<file path="config.mk">
export PLATFORM = sky130hd
export DESIGN_NAME = main_ctrl_fsm
export DESIGN_NICKNAME = d
export VERILOG_FILES = /design/src/rtl/cpu16_pkg.sv /design/src/rtl/ctrl_wait_timer.sv /design/src/rtl/main_ctrl_fsm.sv
export SDC_FILE = /design/constraint.sdc
export NUM_CORES = 1
export LEC_CHECK = 0
export CORE_MARGIN = 2
export CORE_UTILIZATION = 55
export CTS_CLUSTER_SIZE = 24
export DETAILED_ROUTE_END_ITERATION = 7
export PLACE_DENSITY = 0.82
export SETUP_SLACK_MARGIN = 0.02
export SKIP_LAST_GASP = 1
export SYNTH_ARGS = -nofsm -noshare
export SYNTH_HDL_FRONTEND = slang
export SYNTH_SLANG_ARGS = --single-unit
</file>
<file path="constraint.sdc">
create_clock -name clk -period 6.8 [get_ports clk]
set_clock_uncertainty 0.2 [all_clocks]
set_input_delay 1.36 -clock clk [delete_from_list [all_inputs] [get_ports clk]]
set_output_delay 1.36 -clock clk [all_outputs]
set_load 0.02 [all_outputs]
</file>
<file path="src/rtl/cpu16_pkg.sv">
// ---------------------------------------------------------------------------
// cpu16_pkg
// Shared definitions for the 16-bit multi-cycle CPU control path.
//   - opcode values (IR[15:12])
//   - ALUOp codes, also consumed by ALUControl
//   - alu_src_b / pc_src mux encodings
//   - main control FSM state codes
//   - ctrl_t bundle of Moore outputs and the state -> outputs decode
// ---------------------------------------------------------------------------
package cpu16_pkg;

    // Opcodes
    localparam logic [3:0] OP_RTYPE = 4'h0;
    localparam logic [3:0] OP_ADDI  = 4'h1;
    localparam logic [3:0] OP_ANDI  = 4'h2;
    localparam logic [3:0] OP_ORI   = 4'h3;
    localparam logic [3:0] OP_LW    = 4'h4;
    localparam logic [3:0] OP_SW    = 4'h5;
    localparam logic [3:0] OP_BEQ   = 4'h6;
    localparam logic [3:0] OP_BNE   = 4'h7;
    localparam logic [3:0] OP_JMP   = 4'h8;
    localparam logic [3:0] OP_HALT  = 4'hF;

    // ALUOp codes (ALUControl encoding)
    localparam logic [1:0] ALUOP_ADD   = 2'b00;
    localparam logic [1:0] ALUOP_SUB   = 2'b01;
    localparam logic [1:0] ALUOP_FUNCT = 2'b10;
    localparam logic [1:0] ALUOP_IMM   = 2'b11;

    // ALU operand B select
    localparam logic [1:0] SRCB_REGB = 2'b00;
    localparam logic [1:0] SRCB_ONE  = 2'b01;
    localparam logic [1:0] SRCB_IMM  = 2'b10;

    // PC source select
    localparam logic [1:0] PCSRC_ALU    = 2'b00;
    localparam logic [1:0] PCSRC_ALUOUT = 2'b01;
    localparam logic [1:0] PCSRC_JUMP   = 2'b10;

    // FSM state codes (visible on state_o)
    typedef enum logic [3:0] {
        RST_S    = 4'd0,
        FETCH_S  = 4'd1,
        DECODE_S = 4'd2,
        EXEC_S   = 4'd3,
        ALUWB_S  = 4'd4,
        MEMADR_S = 4'd5,
        MEMRD_S  = 4'd6,
        MEMWB_S  = 4'd7,
        MEMWR_S  = 4'd8,
        BRANCH_S = 4'd9,
        JUMP_S   = 4'd10,
        HALT_S   = 4'd11
    } state_t;

    // Outputs that depend only on the state (and the latched opcode)
    typedef struct packed {
        logic [1:0] alu_op;
        logic       alu_src_a;
        logic [1:0] alu_src_b;
        logic       pc_write;
        logic [1:0] pc_src;
        logic       mem_read;
        logic       mem_write;
        logic       reg_write;
        logic       reg_dst;
        logic       mem_to_reg;
        logic       halted;
    } ctrl_t;

    function automatic logic op_is_legal(input logic [3:0] op);
        return (op <= OP_JMP) || (op == OP_HALT);
    endfunction

    // Moore decode: every output not named for a state stays 0.
    function automatic ctrl_t moore_ctrl(input state_t st, input logic [3:0] op);
        ctrl_t c;
        c = '0;
        case (st)
            FETCH_S: begin
                c.mem_read  = 1'b1;
                c.alu_src_b = SRCB_ONE;
                c.alu_op    = ALUOP_ADD;
                c.pc_src    = PCSRC_ALU;
            end
            DECODE_S: begin
                // Branch target precomputed as PC + imm
                c.alu_src_b = SRCB_IMM;
                c.alu_op    = ALUOP_ADD;
            end
            EXEC_S: begin
                c.alu_src_a = 1'b1;
                if (op == OP_RTYPE) begin
                    c.alu_src_b = SRCB_REGB;
                    c.alu_op    = ALUOP_FUNCT;
                end else begin
                    c.alu_src_b = SRCB_IMM;
                    c.alu_op    = ALUOP_IMM;
                end
            end
            ALUWB_S: begin
                c.reg_write = 1'b1;
                c.reg_dst   = (op == OP_RTYPE);
            end
            MEMADR_S: begin
                c.alu_src_a = 1'b1;
                c.alu_src_b = SRCB_IMM;
                c.alu_op    = ALUOP_ADD;
            end
            MEMRD_S: c.mem_read = 1'b1;
            MEMWB_S: begin
                c.reg_write  = 1'b1;
                c.mem_to_reg = 1'b1;
            end
            MEMWR_S: c.mem_write = 1'b1;
            BRANCH_S: begin
                c.alu_src_a = 1'b1;
                c.alu_src_b = SRCB_REGB;
                c.alu_op    = ALUOP_SUB;
                c.pc_src    = PCSRC_ALUOUT;
            end
            JUMP_S: begin
                c.pc_write = 1'b1;
                c.pc_src   = PCSRC_JUMP;
            end
            HALT_S: c.halted = 1'b1;
            default: c = '0;
        endcase
        return c;
    endfunction

endpackage

</file>
<file path="src/rtl/ctrl_wait_timer.sv">
// ---------------------------------------------------------------------------
// ctrl_wait_timer
// Counts cycles spent waiting on mem_ready and flags a memory timeout.
//   clk, rst      : clock, synchronous active-high reset
//   waiting       : FSM is in a state that waits on mem_ready
//   mem_ready     : memory completed the request this cycle
//   state_change  : FSM leaves its current state at the next edge
//   timeout       : counter reached TIMEOUT_CYCLES and memory is still busy
//   stall         : this cycle is a wait cycle
// TIMEOUT_CYCLES = 0 disables the timeout.
// ---------------------------------------------------------------------------
module ctrl_wait_timer #(
    parameter int TIMEOUT_CYCLES = 255,
    parameter int CNT_W          = 8
) (
    input  logic clk,
    input  logic rst,
    input  logic waiting,
    input  logic mem_ready,
    input  logic state_change,
    output logic timeout,
    output logic stall
);

    logic [CNT_W-1:0] cnt_reg;

    assign stall = waiting & ~mem_ready;

    // The counter holds the number of wait cycles already spent in the
    // current state, so the compare fires on the cycle after the last
    // permitted wait; a mem_ready in that cycle still wins.
    generate
        if (TIMEOUT_CYCLES == 0) begin : g_no_timeout
            assign timeout = 1'b0;
        end else begin : g_timeout
            assign timeout = stall && (cnt_reg == CNT_W'(TIMEOUT_CYCLES));
        end
    endgenerate

    always_ff @(posedge clk) begin
        if (rst || state_change) begin
            cnt_reg <= '0;
        end else if (stall) begin
            cnt_reg <= cnt_reg + CNT_W'(1);
        end
    end

endmodule

</file>
<file path="src/rtl/main_ctrl_fsm.sv">
// ---------------------------------------------------------------------------
// main_ctrl_fsm
// Multi-cycle main control unit of the 16-bit CPU. Sequences each
// instruction through fetch / decode / execute / memory / writeback and
// drives datapath enables, mux selects and ALUOp.
//
// Ports:
//   clk, rst                 clock, synchronous active-high reset
//   opcode[3:0]              IR[15:12], valid from DECODE
//   zero                     ALU zero flag (branch decision)
//   mem_ready                memory finished the current request
//   alu_op, alu_src_a, alu_src_b, pc_write, pc_src, ir_write,
//   mem_read, mem_write, reg_write, reg_dst, mem_to_reg
//                            datapath controls
//   illegal_op               one-cycle pulse on an undefined opcode
//   bus_err                  sticky, set on memory timeout
//   halted                   high in HALT
//   state_o[3:0]             current state code (debug)
//
// Optional feature macro CTRL_PERF_EN adds retired_cnt[15:0] (wrapping
// retired-instruction count) and stall_cnt[15:0] (saturating wait count).
//
// Moore outputs are registered from the next state, so they change in the
// same cycle as the state register. ir_write / pc_write in FETCH, pc_write
// in BRANCH and illegal_op are combinational on the current inputs.
// ---------------------------------------------------------------------------
module main_ctrl_fsm
    import cpu16_pkg::*;
#(
    parameter int TIMEOUT_CYCLES = 255,
    parameter int CNT_W          = 8
) (
    input  logic       clk,
    input  logic       rst,
    input  logic [3:0] opcode,
    input  logic       zero,
    input  logic       mem_ready,
    output logic [1:0] alu_op,
    output logic       alu_src_a,
    output logic [1:0] alu_src_b,
    output logic       pc_write,
    output logic [1:0] pc_src,
    output logic       ir_write,
    output logic       mem_read,
    output logic       mem_write,
    output logic       reg_write,
    output logic       reg_dst,
    output logic       mem_to_reg,
    output logic       illegal_op,
    output logic       bus_err,
    output logic       halted,
    output logic [3:0] state_o
`ifdef CTRL_PERF_EN
    ,
    output logic [15:0] retired_cnt,
    output logic [15:0] stall_cnt
`endif
);

    state_t     state_reg;
    state_t     state_next;
    logic [3:0] op_q_reg;
    logic [3:0] op_eff;
    ctrl_t      ctrl_reg;
    ctrl_t      ctrl_next;
    logic       bus_err_reg;

    logic       waiting;
    logic       timeout;
    logic       stall;
    logic       state_change;
    logic       branch_cond;
    logic       fetch_done;

    // ------------------------------------------------------------------
    // Wait counter / timeout
    // ------------------------------------------------------------------
    assign waiting = (state_reg == FETCH_S) || (state_reg == MEMRD_S) ||
                     (state_reg == MEMWR_S);
    assign state_change = (state_next != state_reg);

    ctrl_wait_timer #(
        .TIMEOUT_CYCLES (TIMEOUT_CYCLES),
        .CNT_W          (CNT_W)
    ) u_wait_timer (
        .clk          (clk),
        .rst          (rst),
        .waiting      (waiting),
        .mem_ready    (mem_ready),
        .state_change (state_change),
        .timeout      (timeout),
        .stall        (stall)
    );

    // ------------------------------------------------------------------
    // Next-state logic
    // ------------------------------------------------------------------
    always_comb begin
        state_next = state_reg;
        case (state_reg)
            RST_S:    state_next = FETCH_S;
            FETCH_S: begin
                if (mem_ready)    state_next = DECODE_S;
                else if (timeout) state_next = HALT_S;
            end
            DECODE_S: begin
                case (opcode)
                    OP_RTYPE, OP_ADDI, OP_ANDI, OP_ORI: state_next = EXEC_S;
                    OP_LW, OP_SW:                       state_next = MEMADR_S;
                    OP_BEQ, OP_BNE:                     state_next = BRANCH_S;
                    OP_JMP:                             state_next = JUMP_S;
                    OP_HALT:                            state_next = HALT_S;
                    default:                            state_next = FETCH_S;
                endcase
            end
            EXEC_S:   state_next = ALUWB_S;
            ALUWB_S:  state_next = FETCH_S;
            MEMADR_S: state_next = (op_q_reg == OP_SW) ? MEMWR_S : MEMRD_S;
            MEMRD_S: begin
                if (mem_ready)    state_next = MEMWB_S;
                else if (timeout) state_next = HALT_S;
            end
            MEMWB_S:  state_next = FETCH_S;
            MEMWR_S: begin
                if (mem_ready)    state_next = FETCH_S;
                else if (timeout) state_next = HALT_S;
            end
            BRANCH_S: state_next = FETCH_S;
            JUMP_S:   state_next = FETCH_S;
            HALT_S:   state_next = HALT_S;
            default:  state_next = RST_S;
        endcase
        if (rst) state_next = RST_S;
    end

    // The opcode that will be latched when leaving DECODE is the live input;
    // afterwards the latched copy is authoritative.
    assign op_eff    = (state_reg == DECODE_S) ? opcode : op_q_reg;
    assign ctrl_next = moore_ctrl(state_next, op_eff);

    // ------------------------------------------------------------------
    // State, latched opcode, registered Moore outputs, sticky bus error
    // ------------------------------------------------------------------
    always_ff @(posedge clk) begin
        if (rst) begin
            state_reg   <= RST_S;
            ctrl_reg    <= '0;
            op_q_reg    <= '0;
            bus_err_reg <= 1'b0;
        end else begin
            state_reg <= state_next;
            ctrl_reg  <= ctrl_next;
            if (state_reg == DECODE_S) op_q_reg <= opcode;
            if (timeout) bus_err_reg <= 1'b1;
        end
    end

    // ------------------------------------------------------------------
    // Outputs
    // ------------------------------------------------------------------
    assign fetch_done  = (state_reg == FETCH_S) && mem_ready;
    assign branch_cond = (op_q_reg == OP_BNE) ? ~zero : zero;

    assign alu_op     = ctrl_reg.alu_op;
    assign alu_src_a  = ctrl_reg.alu_src_a;
    assign alu_src_b  = ctrl_reg.alu_src_b;
    assign pc_src     = ctrl_reg.pc_src;
    assign mem_read   = ctrl_reg.mem_read;
    assign mem_write  = ctrl_reg.mem_write;
    assign reg_write  = ctrl_reg.reg_write;
    assign reg_dst    = ctrl_reg.reg_dst;
    assign mem_to_reg = ctrl_reg.mem_to_reg;
    assign halted     = ctrl_reg.halted;
    assign bus_err    = bus_err_reg;
    assign state_o    = state_reg;

    assign ir_write   = fetch_done;
    assign pc_write   = ctrl_reg.pc_write | fetch_done |
                        ((state_reg == BRANCH_S) & branch_cond);
    assign illegal_op = (state_reg == DECODE_S) && !op_is_legal(opcode);

`ifdef CTRL_PERF_EN
    // ------------------------------------------------------------------
    // Performance counters
    // ------------------------------------------------------------------
    logic [15:0] retired_reg;
    logic [15:0] stall_reg;
    logic        retire;

    // An instruction retires when the FSM returns to FETCH from a final
    // state; illegal opcodes (DECODE -> FETCH) do not count.
    assign retire = (state_next == FETCH_S) &&
                    (state_reg inside {ALUWB_S, MEMWB_S, MEMWR_S, BRANCH_S, JUMP_S});

    always_ff @(posedge clk) begin
        if (rst) begin
            retired_reg <= '0;
            stall_reg   <= '0;
        end else begin
            if (retire) retired_reg <= retired_reg + 16'd1;
            if (stall && (stall_reg != 16'hFFFF)) stall_reg <= stall_reg + 16'd1;
        end
    end

    assign retired_cnt = retired_reg;
    assign stall_cnt   = stall_reg;
`endif

endmodule

</file>
==> impl_metrics.py, run 1 <==
metrics = {
    "routing": {
        "vias_per_cell": 6.175,
        "wl_per_cell_um": 14.71,
        "drtAntennaViolNets": 0,
        "vias": 1661,
        "wl_um": 3956,
        "drc": 0,
        "firstDrtPassIters": 5,
        "drtIter0Drc": 98,
    },
    "clock_tree": {
        "cts_sinks": 31,
        "cts_hold_buf": 0,
        "cts_root_buf": "clkbuf_4",
        "cts_made_buffers": 5,
        "clock_latency_ns": 0.33,
        "cts_tree": "done",
        "htree_levels": 2,
        "cts_resized": 0,
        "clk_path_buf_depth": 2,
        "clkTransAtPathRegs_ns": 0.09,
        "post_cts.repair.setup_buffers": 0,
    },
    "power_and_ir_drop": {
        "p_total_mw": 0.4503,
        "peakVddDrop_mv": 0.1350,
        "p_per_area_nw_per_um2": 214.1,
        "net-switching-power_mw": 0.1303,
        "power_frac_seq_pct": 44.7,
        "p_sw_share_pct": 28.94,
        "pwr-share-comb_pct": 22.1,
        "leakagePower_nw": 0.7167,
        "clkPwrFrac_pct": 33.2,
        "internal-power_mw": 0.3200,
    },
    "grt": {
        "grt_util_all_layers_pct": 23.39,
        "gr-total-overflow": 0,
        "grt_first_pass_wirelength_um": 6465,
        "top_usage_layer": "met2",
        "grt_max_degree": 25,
        "use_met2_pct": 37.17,
        "met3_usage_pct": 5.757,
        "grt_pass1_vias": 1442,
        "antenna_found_initial": 0,
        "use_met1_pct": 30.71,
    },
    "floorplanning": {
        "num_io_pins": 29,
        "die_area_um2": 3713,
        "die-height_um": 60.94,
        "start_util_pct": 57.93,
        "fp.dieW_um": 60.94,
        "rows": 20,
        "fp.coreArea_um2": 3078,
    },
    "timing": {
        "setup_violations": 0,
        "slew_headroom_pct": 45.48,
        "fin_crit_sh_pct": 67.65,
        "fin_crit_ns": 4.600,
        "rsz0062_at_grt": "no",
        "slew_violations": 0,
        "hold_viol": 0,
        "fin_ws_ns": 2.200,
        "tns_ns": 0,
        "worst-slew-pin-transition_ns": 0.8110,
        "hold_slack_ns": 0.2615,
        "fmax_mhz": 217.4,
    },
    "synth": {
        "syn_inst": 207,
        "synth_ff_type": "dfxtp_1",
        "synth_edf_count": 0,
        "synth_area_per_cell_um2": 8.613,
        "async_flop_share_pct": 0,
        "ys_seq_elements": 31,
        "yosysWarnings": 0,
        "syn_area_um2": 1783,
        "ys_types": 60,
        "yosysSeqAreaShare_pct": 34.81,
        "synthesis.nets": 216,
    },
    "critical_path": {
        "cpPeakStageDelay_ns": 0.67,
        "worst_path_max_delay_cell": "clkdlybuf4s50_1",
        "path_class": "input pin to primary output",
        "crit_buf_inv": 2,
        "cp_cell_sequence": "clkdlybuf4s50_1, nor2_1, a21oi_1, a31o_2, clkdlybuf4s50_1",
        "crit_family": "buffers and inverters",
        "cp-end-kind": "primary output",
        "path_max_fanout": 9,
        "worst_ep_arrival_time_ns": 3.04,
        "crit_required_ns": 5.24,
        "cpMostUsedCell": "clkdlybuf4s50_1",
        "critPathLaunchType": "input pin",
    },
    "final_layout": {
        "postLayoutCoreUtil_pct": 68.33,
        "multi_input_area_um2": 1031,
        "syn_to_final_growth_pct": 17.97,
        "drive_above_1_share_pct": 10.22,
        "largest_reg_flops": 8,
        "fin_nets": 233,
        "n_antenna_cell": 0,
        "fill_cells": 282,
        "ff_latch_area_um2": 620.6,
    },
    "placement": {
        "post-place-ws_ns": 2.216,
        "place_hpwl_um": 2869,
        "port_buffers": 28,
        "gp_congestion": 0.9082,
    },
    "status": {
        "status": "complete, no violations",
    },
    "min_path": {
        "hold_class": "register to register",
    },
    "run": {
        "max-cap-violations": 0,
    },
}
logic make-up after synthesis:
| family | Yosys count | share of synthesized area (%) |
|---|---|---|
| buffers and inverters | 26 | 7.368 |
| flip-flops | 31 | 34.81 |
| AO/OA/AOI/OAI | 51 | 21.68 |
| AND/OR/NAND/NOR | 87 | 29.82 |
| XOR/XNOR | 9 | 4.421 |
| adder cells (fa/ha/maj) | 1 | 0.7016 |
| multiplexers | 2 | 1.193 |
final cells by class:
class | instances | share of cell area (%)
multi-input combinational | 150 | 49.02
sequential | 31 | 29.51
timing repair buffer | 28 | 13.33
tap | 44 | 2.617
clock buffer | 6 | 2.439
clock inverter | 2 | 1.666
inverter | 8 | 1.428
metal layers:
layer | part of all wire, % | vias up | routed length [µm]
met4 | 1.7 | 0 | 69
met3 | 6.7 | 7 | 265
met5 | 0 | - | 0
met2 | 47 | 64 | 1857
li1 | - | 817 | -
met1 | 45 | 773 | 1764
power groups by stage:
stage                     clock network [mW]  registers [mW]  logic, mW
after floorplan                            0           0.203     0.0721
after global routing                   0.160           0.203      0.108
after global placement                     0           0.205     0.0961
final                                  0.149           0.201     0.0996
after detailed placement                   0           0.205     0.0984
after CTS                              0.152           0.201     0.0988
through the flow:
| step | instances | area [µm²] |
|---|---|---|
| 2_1_floorplan | 207 | 1783 |
| 3_3_place_gp | 261 | 2017 |
| 3_5_place_dp | 261 | 2017 |
| 4_1_cts | 269 | 2103 |
| 5_1_grt | 269 | 2103 |
| 6_report | 269 | 2103 |
worst register-to-register path, stage by stage, from the launching register on:
cell	delay (ns)
dfxtp_1	0.86
or4b_4	0.58
a31oi_1	0.46
a211oi_1	0.22
o21ai_1	0.37
mux2_2	0.37
layout by cell type (no fill, tap or decap), types with 3 or more instances in the layout:
master	netlist	final
a21o_1	3	3
a21oi_1	12	12
a31o_2	4	4
clkbuf_4	0	5
clkdlybuf4s50_1	0	28
dfxtp_1	31	31
inv_1	8	8
nand2_1	15	15
nand3_1	5	5
nand4_1	3	3
nand4b_1	3	3
nor2_1	11	11
nor2b_1	4	4
nor3_1	9	9
nor3b_1	4	4
nor4_1	9	9
nor4b_1	3	3
o211ai_1	5	5
o21ai_0	3	3
o32ai_1	3	3
xnor2_1	7	7
worst paths after layout:
path              cells after the start  slack [ns]        from         to
setup reg to reg                      5        3.63  state_o[3]  alu_src_a
hold reg to reg                       2        0.26     bus_err    bus_err
hold / removal                        2        0.26     bus_err    bus_err
setup / recovery                      5        2.20   mem_ready   pc_write
Yosys cell counts, types with 3 or more instances:
master,number,area (µm²)
a21o_1,3,22.52
nand3_1,5,25.02
xnor2_1,7,61.31
nor3_1,9,45.04
dfxtp_1,31,620.6
inv_1,8,30.03
nand4b_1,3,26.28
nand2_1,15,56.30
nor3b_1,4,30.03
nand4_1,3,18.77
o32ai_1,3,26.28
clkbuf_1,7,26.28
o211ai_1,5,37.54
buf_2,3,15.01
nor4b_1,3,26.28
a31o_2,4,35.03
buf_4,6,45.04
o21ai_0,3,15.01
nor2_1,11,41.29
nor4_1,9,56.30
nor2b_1,4,25.02
a21oi_1,12,60.06
Power figures use the tool's default switching activity.
==> inputs of run 2 (changes only) <==
Settings changed: CORE_UTILIZATION 55 to 48, PLACE_DENSITY 0.82 to 0.76.
Clock period 6.8 ns to 4.2 ns, I/O delays scaled along.
==> run 2 against run 1 <==
Effect of this change: power rose by 56%; critical path type unchanged; critical path depth stayed put; core utilization shrank 9.7 points; flip-flop and latch count is the same; register-to-register slack got worse by 2.5 ns; die area increased by 14%; cell area up 0.48%; via count shrank 3.3%; count of clock-buffer cells in the layout decreased by 1; global-route usage down 3.7 points; first-iteration DRC count grew 19%.
==> impl_metrics.py, run 2 (same netlist as run 1, synthesis figures left out) <==
metrics = {
    "status": {
        "status": "complete, no violations",
    },
    "routing": {
        "vias": 1606,
        "drtAntennaViolNets": 0,
        "vias_per_cell": 5.861,
        "drtIter0Drc": 117,
        "firstDrtPassIters": 4,
        "wl_um": 3865,
        "drc": 0,
        "wl_per_cell_um": 14.11,
    },
    "critical_path": {
        "crit_required_ns": 3.16,
        "worst_ep_arrival_time_ns": 2.48,
        "cp-end-kind": "primary output",
        "r2r_start": "state_o[1]",
        "critPathLaunchType": "input pin",
        "reg2reg_to": "u_wait_timer.cnt_reg[1]",
        "path_max_fanout": 6,
        "worst-r2r-setup-slack_ns": 1.13,
        "path_class": "input pin to primary output",
        "rr_worst_depth": 5,
    },
    "clock_tree": {
        "clkTransAtPathRegs_ns": 0.06,
        "cts_resized": 0,
        "cts_made_buffers": 5,
        "htree_levels": 2,
        "clock_latency_ns": 0.28,
        "cts_hold_buf": 0,
        "cts_sinks": 31,
        "cts_tree": "done",
        "clk_path_buf_depth": 2,
        "post_cts.repair.setup_buffers": 0,
        "cts_root_buf": "clkbuf_8",
    },
    "timing": {
        "tns_ns": 0,
        "hold_viol": 0,
        "slew_violations": 0,
        "slew_headroom_pct": 46.32,
        "setup_violations": 0,
        "rsz0062_at_grt": "no",
        "worst-slew-pin-transition_ns": 0.7986,
        "fin_ws_ns": 0.6826,
        "fin_crit_ns": 3.517,
        "fmax_mhz": 284.3,
        "fin_crit_sh_pct": 83.75,
    },
    "grt": {
        "grt_util_all_layers_pct": 19.66,
        "antenna_found_initial": 0,
        "grt_first_pass_wirelength_um": 6520,
        "grt_pass1_vias": 1419,
        "grt_max_degree": 21,
        "gr-total-overflow": 0,
    },
    "floorplanning": {
        "fp.dieW_um": 64.95,
        "die-height_um": 64.95,
        "fp.coreArea_um2": 3606,
        "die_area_um2": 4218,
        "start_util_pct": 49.44,
        "num_io_pins": 29,
        "rows": 22,
    },
    "final_layout": {
        "n_antenna_cell": 0,
        "instances_no_fill": 274,
        "layout_common_cells": "dfxtp_1, clkdlybuf4s50_1, nand2_1",
        "syn_to_final_growth_pct": 18.53,
        "drive_above_1_share_pct": 10.62,
        "final_common_cell": "dfxtp_1",
        "fin_nets": 234,
        "fin_area_um2": 2113,
        "largest_reg_flops": 8,
    },
    "power_and_ir_drop": {
        "peakVddDrop_mv": 0.2146,
        "leakagePower_nw": 0.7216,
        "p_per_area_nw_per_um2": 332.8,
    },
    "min_path": {
        "hold_class": "register to register",
        "min_to": "bus_err",
        "min_from": "bus_err",
        "worstHoldPathCells": 2,
    },
    "placement": {
        "port_buffers": 28,
        "post-place-ws_ns": 0.6813,
        "gp_congestion": 0.7955,
        "placed_cell_area_um2": 2029,
        "place_hpwl_um": 2828,
        "dpl.cell_count": 266,
    },
    "run": {
        "max-cap-violations": 0,
    },
}
[run 2: critical path, stage by stage]
cell and delay, ns:
clkdlybuf4s50_1 0.49, or3_1 0.46, nand3_1 0.11, nor2_1 0.04, clkdlybuf4s50_1 0.54
[run 2: stage by stage]
step                hold slack, ns  power [mW]  utilization (%)
global route                0.2992      0.7380            58.61
global placement            0.2465      0.4888            56.28
detailed placement          0.2491      0.4917            56.28
finish                      0.2552      0.7032            58.61
CTS                         0.2606      0.7080            58.61
floorplan                   0.2522      0.4453                -
[run 2: how the worst max path moves through the flow]
stage	from	end	slack (ns)
2_1_floorplan	mem_ready	reg_write	1.47
3_3_place_gp	opcode[1]	illegal_op	0.71
3_5_place_dp	opcode[1]	illegal_op	0.68
4_1_cts	opcode[1]	illegal_op	0.68
5_1_grt	state_o[1]	illegal_op	0.59
6_report	opcode[1]	illegal_op	0.68
[run 2: cell type report]
class / instances / area [µm²]
clock buffer: 5 / 68.82
tap: 48 / 60.06
multi-input combinational: 150 / 1031
inverter: 8 / 30.03
timing repair buffer: 29 / 287.8
fill: 349 / 1493
sequential: 31 / 620.6
clock inverter: 3 / 15.01
[run 2: metal layers]
| layer | vias to the layer above | routed length (µm) | GRT usage [%] |
|---|---|---|---|
| met5 | - | 0 | 0 |
| met4 | 0 | 45 | 5.585 |
| met3 | 5 | 138 | 4.688 |
| met2 | 30 | 1759 | 30.15 |
| met1 | 760 | 1921 | 27.39 |
| li1 | 811 | - | - |
[run 2: report_power, final]
| group | total (mW) | internal [mW] | switching, mW |
|---|---|---|---|
| clock | 0.217 | 0.113 | 0.104 |
| sequential | 0.326 | 0.308 | 0.0180 |
| combinational | 0.161 | 0.0705 | 0.0902 |
| total | 0.703 | 0.491 | 0.212 |
==> inputs of run 3 (changes only) <==
Clock period 4.2 ns to 2.8 ns, I/O delays scaled along.
==> run 3 against run 2 <==
Effect of this change: global-route usage is 3.1 points higher; core utilization up 9.1 points; critical path depth did not move; cell count increased by 13%; count of clock-buffer cells in the layout grew 1; cell area is 15% higher; sequential power rose by 47%; critical endpoint unchanged; largest cell class unchanged; largest power group unchanged; highest routed layer unchanged.
==> impl_metrics.py, run 3 (same netlist as run 1, synthesis figures left out) <==
metrics = {
    "status": {
        "status": "complete, no violations",
    },
    "clock_tree": {
        "cts_sinks": 31,
        "post_cts.repair.setup_buffers": 0,
        "cts_tree": "done",
        "htree_levels": 2,
        "clk_path_buf_depth": 2,
        "clock_latency_ns": 0.29,
        "cts_root_buf": "clkbuf_8",
        "cts_made_buffers": 5,
        "cts_hold_buf": 0,
        "cts_resized": 5,
        "clkTransAtPathRegs_ns": 0.06,
    },
    "final_layout": {
        "n_antenna_cell": 0,
        "fin_nets": 269,
        "layout_common_cells": "buf_4, dfxtp_1, clkdlybuf4s50_1",
        "drive_above_1_share_pct": 24.90,
        "syn_to_final_growth_pct": 36.84,
        "instances_no_fill": 309,
        "final_common_cell": "buf_4",
        "largest_reg_flops": 8,
    },
    "grt": {
        "grt_first_pass_wirelength_um": 7431,
        "grt_pass1_vias": 1680,
        "antenna_found_initial": 0,
        "grt_util_all_layers_pct": 22.74,
        "gr-total-overflow": 0,
        "grt_max_degree": 17,
    },
    "routing": {
        "vias_per_cell": 5.725,
        "wl_per_cell_um": 14.03,
        "firstDrtPassIters": 4,
        "drc": 0,
        "drtIter0Drc": 80,
        "wl_um": 4334,
        "vias": 1769,
        "drtAntennaViolNets": 0,
    },
    "timing": {
        "setup_violations": 0,
        "slew_headroom_pct": 63.49,
        "rsz0062_at_grt": "no",
        "slew_violations": 0,
        "hold_viol": 0,
        "fin_crit_ns": 2.681,
        "fmax_mhz": 373.0,
        "fin_crit_sh_pct": 95.74,
        "hold_slack_ns": 0.2547,
        "worst-slew-pin-transition_ns": 0.5436,
    },
    "floorplanning": {
        "num_io_pins": 29,
        "rows": 22,
        "die-height_um": 64.95,
        "start_util_pct": 49.44,
        "die_area_um2": 4218,
        "fp.dieW_um": 64.95,
        "fp.coreArea_um2": 3606,
    },
    "min_path": {
        "hold_class": "register to register",
    },
    "placement": {
        "port_buffers": 28,
        "gp_congestion": 0.8554,
        "place_hpwl_um": 3141,
        "dpl.cell_count": 301,
    },
    "power_and_ir_drop": {
        "p_sw_share_pct": 27.77,
        "pwr-share-comb_pct": 25.1,
        "clkPwrFrac_pct": 36.4,
        "power_frac_seq_pct": 38.5,
        "p_per_area_nw_per_um2": 511.6,
        "leakagePower_nw": 0.9238,
        "peakVddDrop_mv": 0.4500,
        "internal-power_mw": 0.9016,
        "net-switching-power_mw": 0.3466,
    },
    "critical_path": {
        "worst_ep_arrival_time_ns": 1.92,
        "path_max_fanout": 4,
        "cp-end-kind": "primary output",
        "crit_required_ns": 2.04,
        "path_class": "input pin to primary output",
        "critPathLaunchType": "input pin",
    },
    "run": {
        "max-cap-violations": 0,
    },
}
run 3: cell count changes in the layout (fill, tap and decap cells not counted), sizes merged:
cell	delta
buf	+35
bufinv	+1
clkdlybuf4s50	-3
clkinv	-2
clkbuf	+1
dlygate4sd2	+3
run 3: layout make-up:
class / count / area, µm²
clock buffers: 6 / 82.58
clock inverters: 2 / 35.03
fillers: 295 / 1166
inverters: 8 / 30.03
multi-input cells: 150 / 1062
flip-flops and latches: 31 / 623.1
well taps: 48 / 60.06
repair buffers: 64 / 546.8
run 3: final timing paths:
kind	start	to	slack, ns	depth (start not counted)
setup / recovery	opcode[2]	illegal_op	0.12	5
setup reg to reg	state_o[2]	reg_write	0.15	5
hold / removal	bus_err	bus_err	0.25	2
hold reg to reg	bus_err	bus_err	0.25	2
run 3: through the flow:
step	setup WS [ns]	setup TNS (ns)	power, mW	utilization [%]	cell area (µm²)
2_1_floorplan	0.1586	0	0.6680	-	1783
3_3_place_gp	-0.1503	-1.614	0.7873	63.57	2292
3_5_place_dp	-0.2212	-2.612	0.7904	63.57	2292
4_1_cts	0.06717	0	1.243	66.79	2409
5_1_grt	0.04902	0	1.305	67.66	2440
6_report	0.1194	0	1.248	67.66	2440
run 3: power by group through the flow:
stage               clock network, mW  registers (mW)  logic [mW]
global route                    0.483           0.483       0.338
detailed placement                  0           0.488       0.302
CTS                             0.461           0.479       0.303
finish                          0.455           0.480       0.313
global placement                    0           0.488       0.299
floorplan                           0           0.493       0.175
run 3: layer usage:
| layer | global-route usage [%] | part of all wire (%) |
|---|---|---|
| met4 | 11.17 | 2.7 |
| met5 | 0 | 0 |
| met3 | 4.688 | 5.5 |
| met2 | 34.79 | 45 |
| met1 | 30.29 | 47 |
run 3: critical path, cell delays in order:
cell and delay [ns]:
clkdlybuf4s50_1 0.46, or3_1 0.43, nand3_1 0.11, nor2_1 0.04
dlygate4sd2_1 0.32
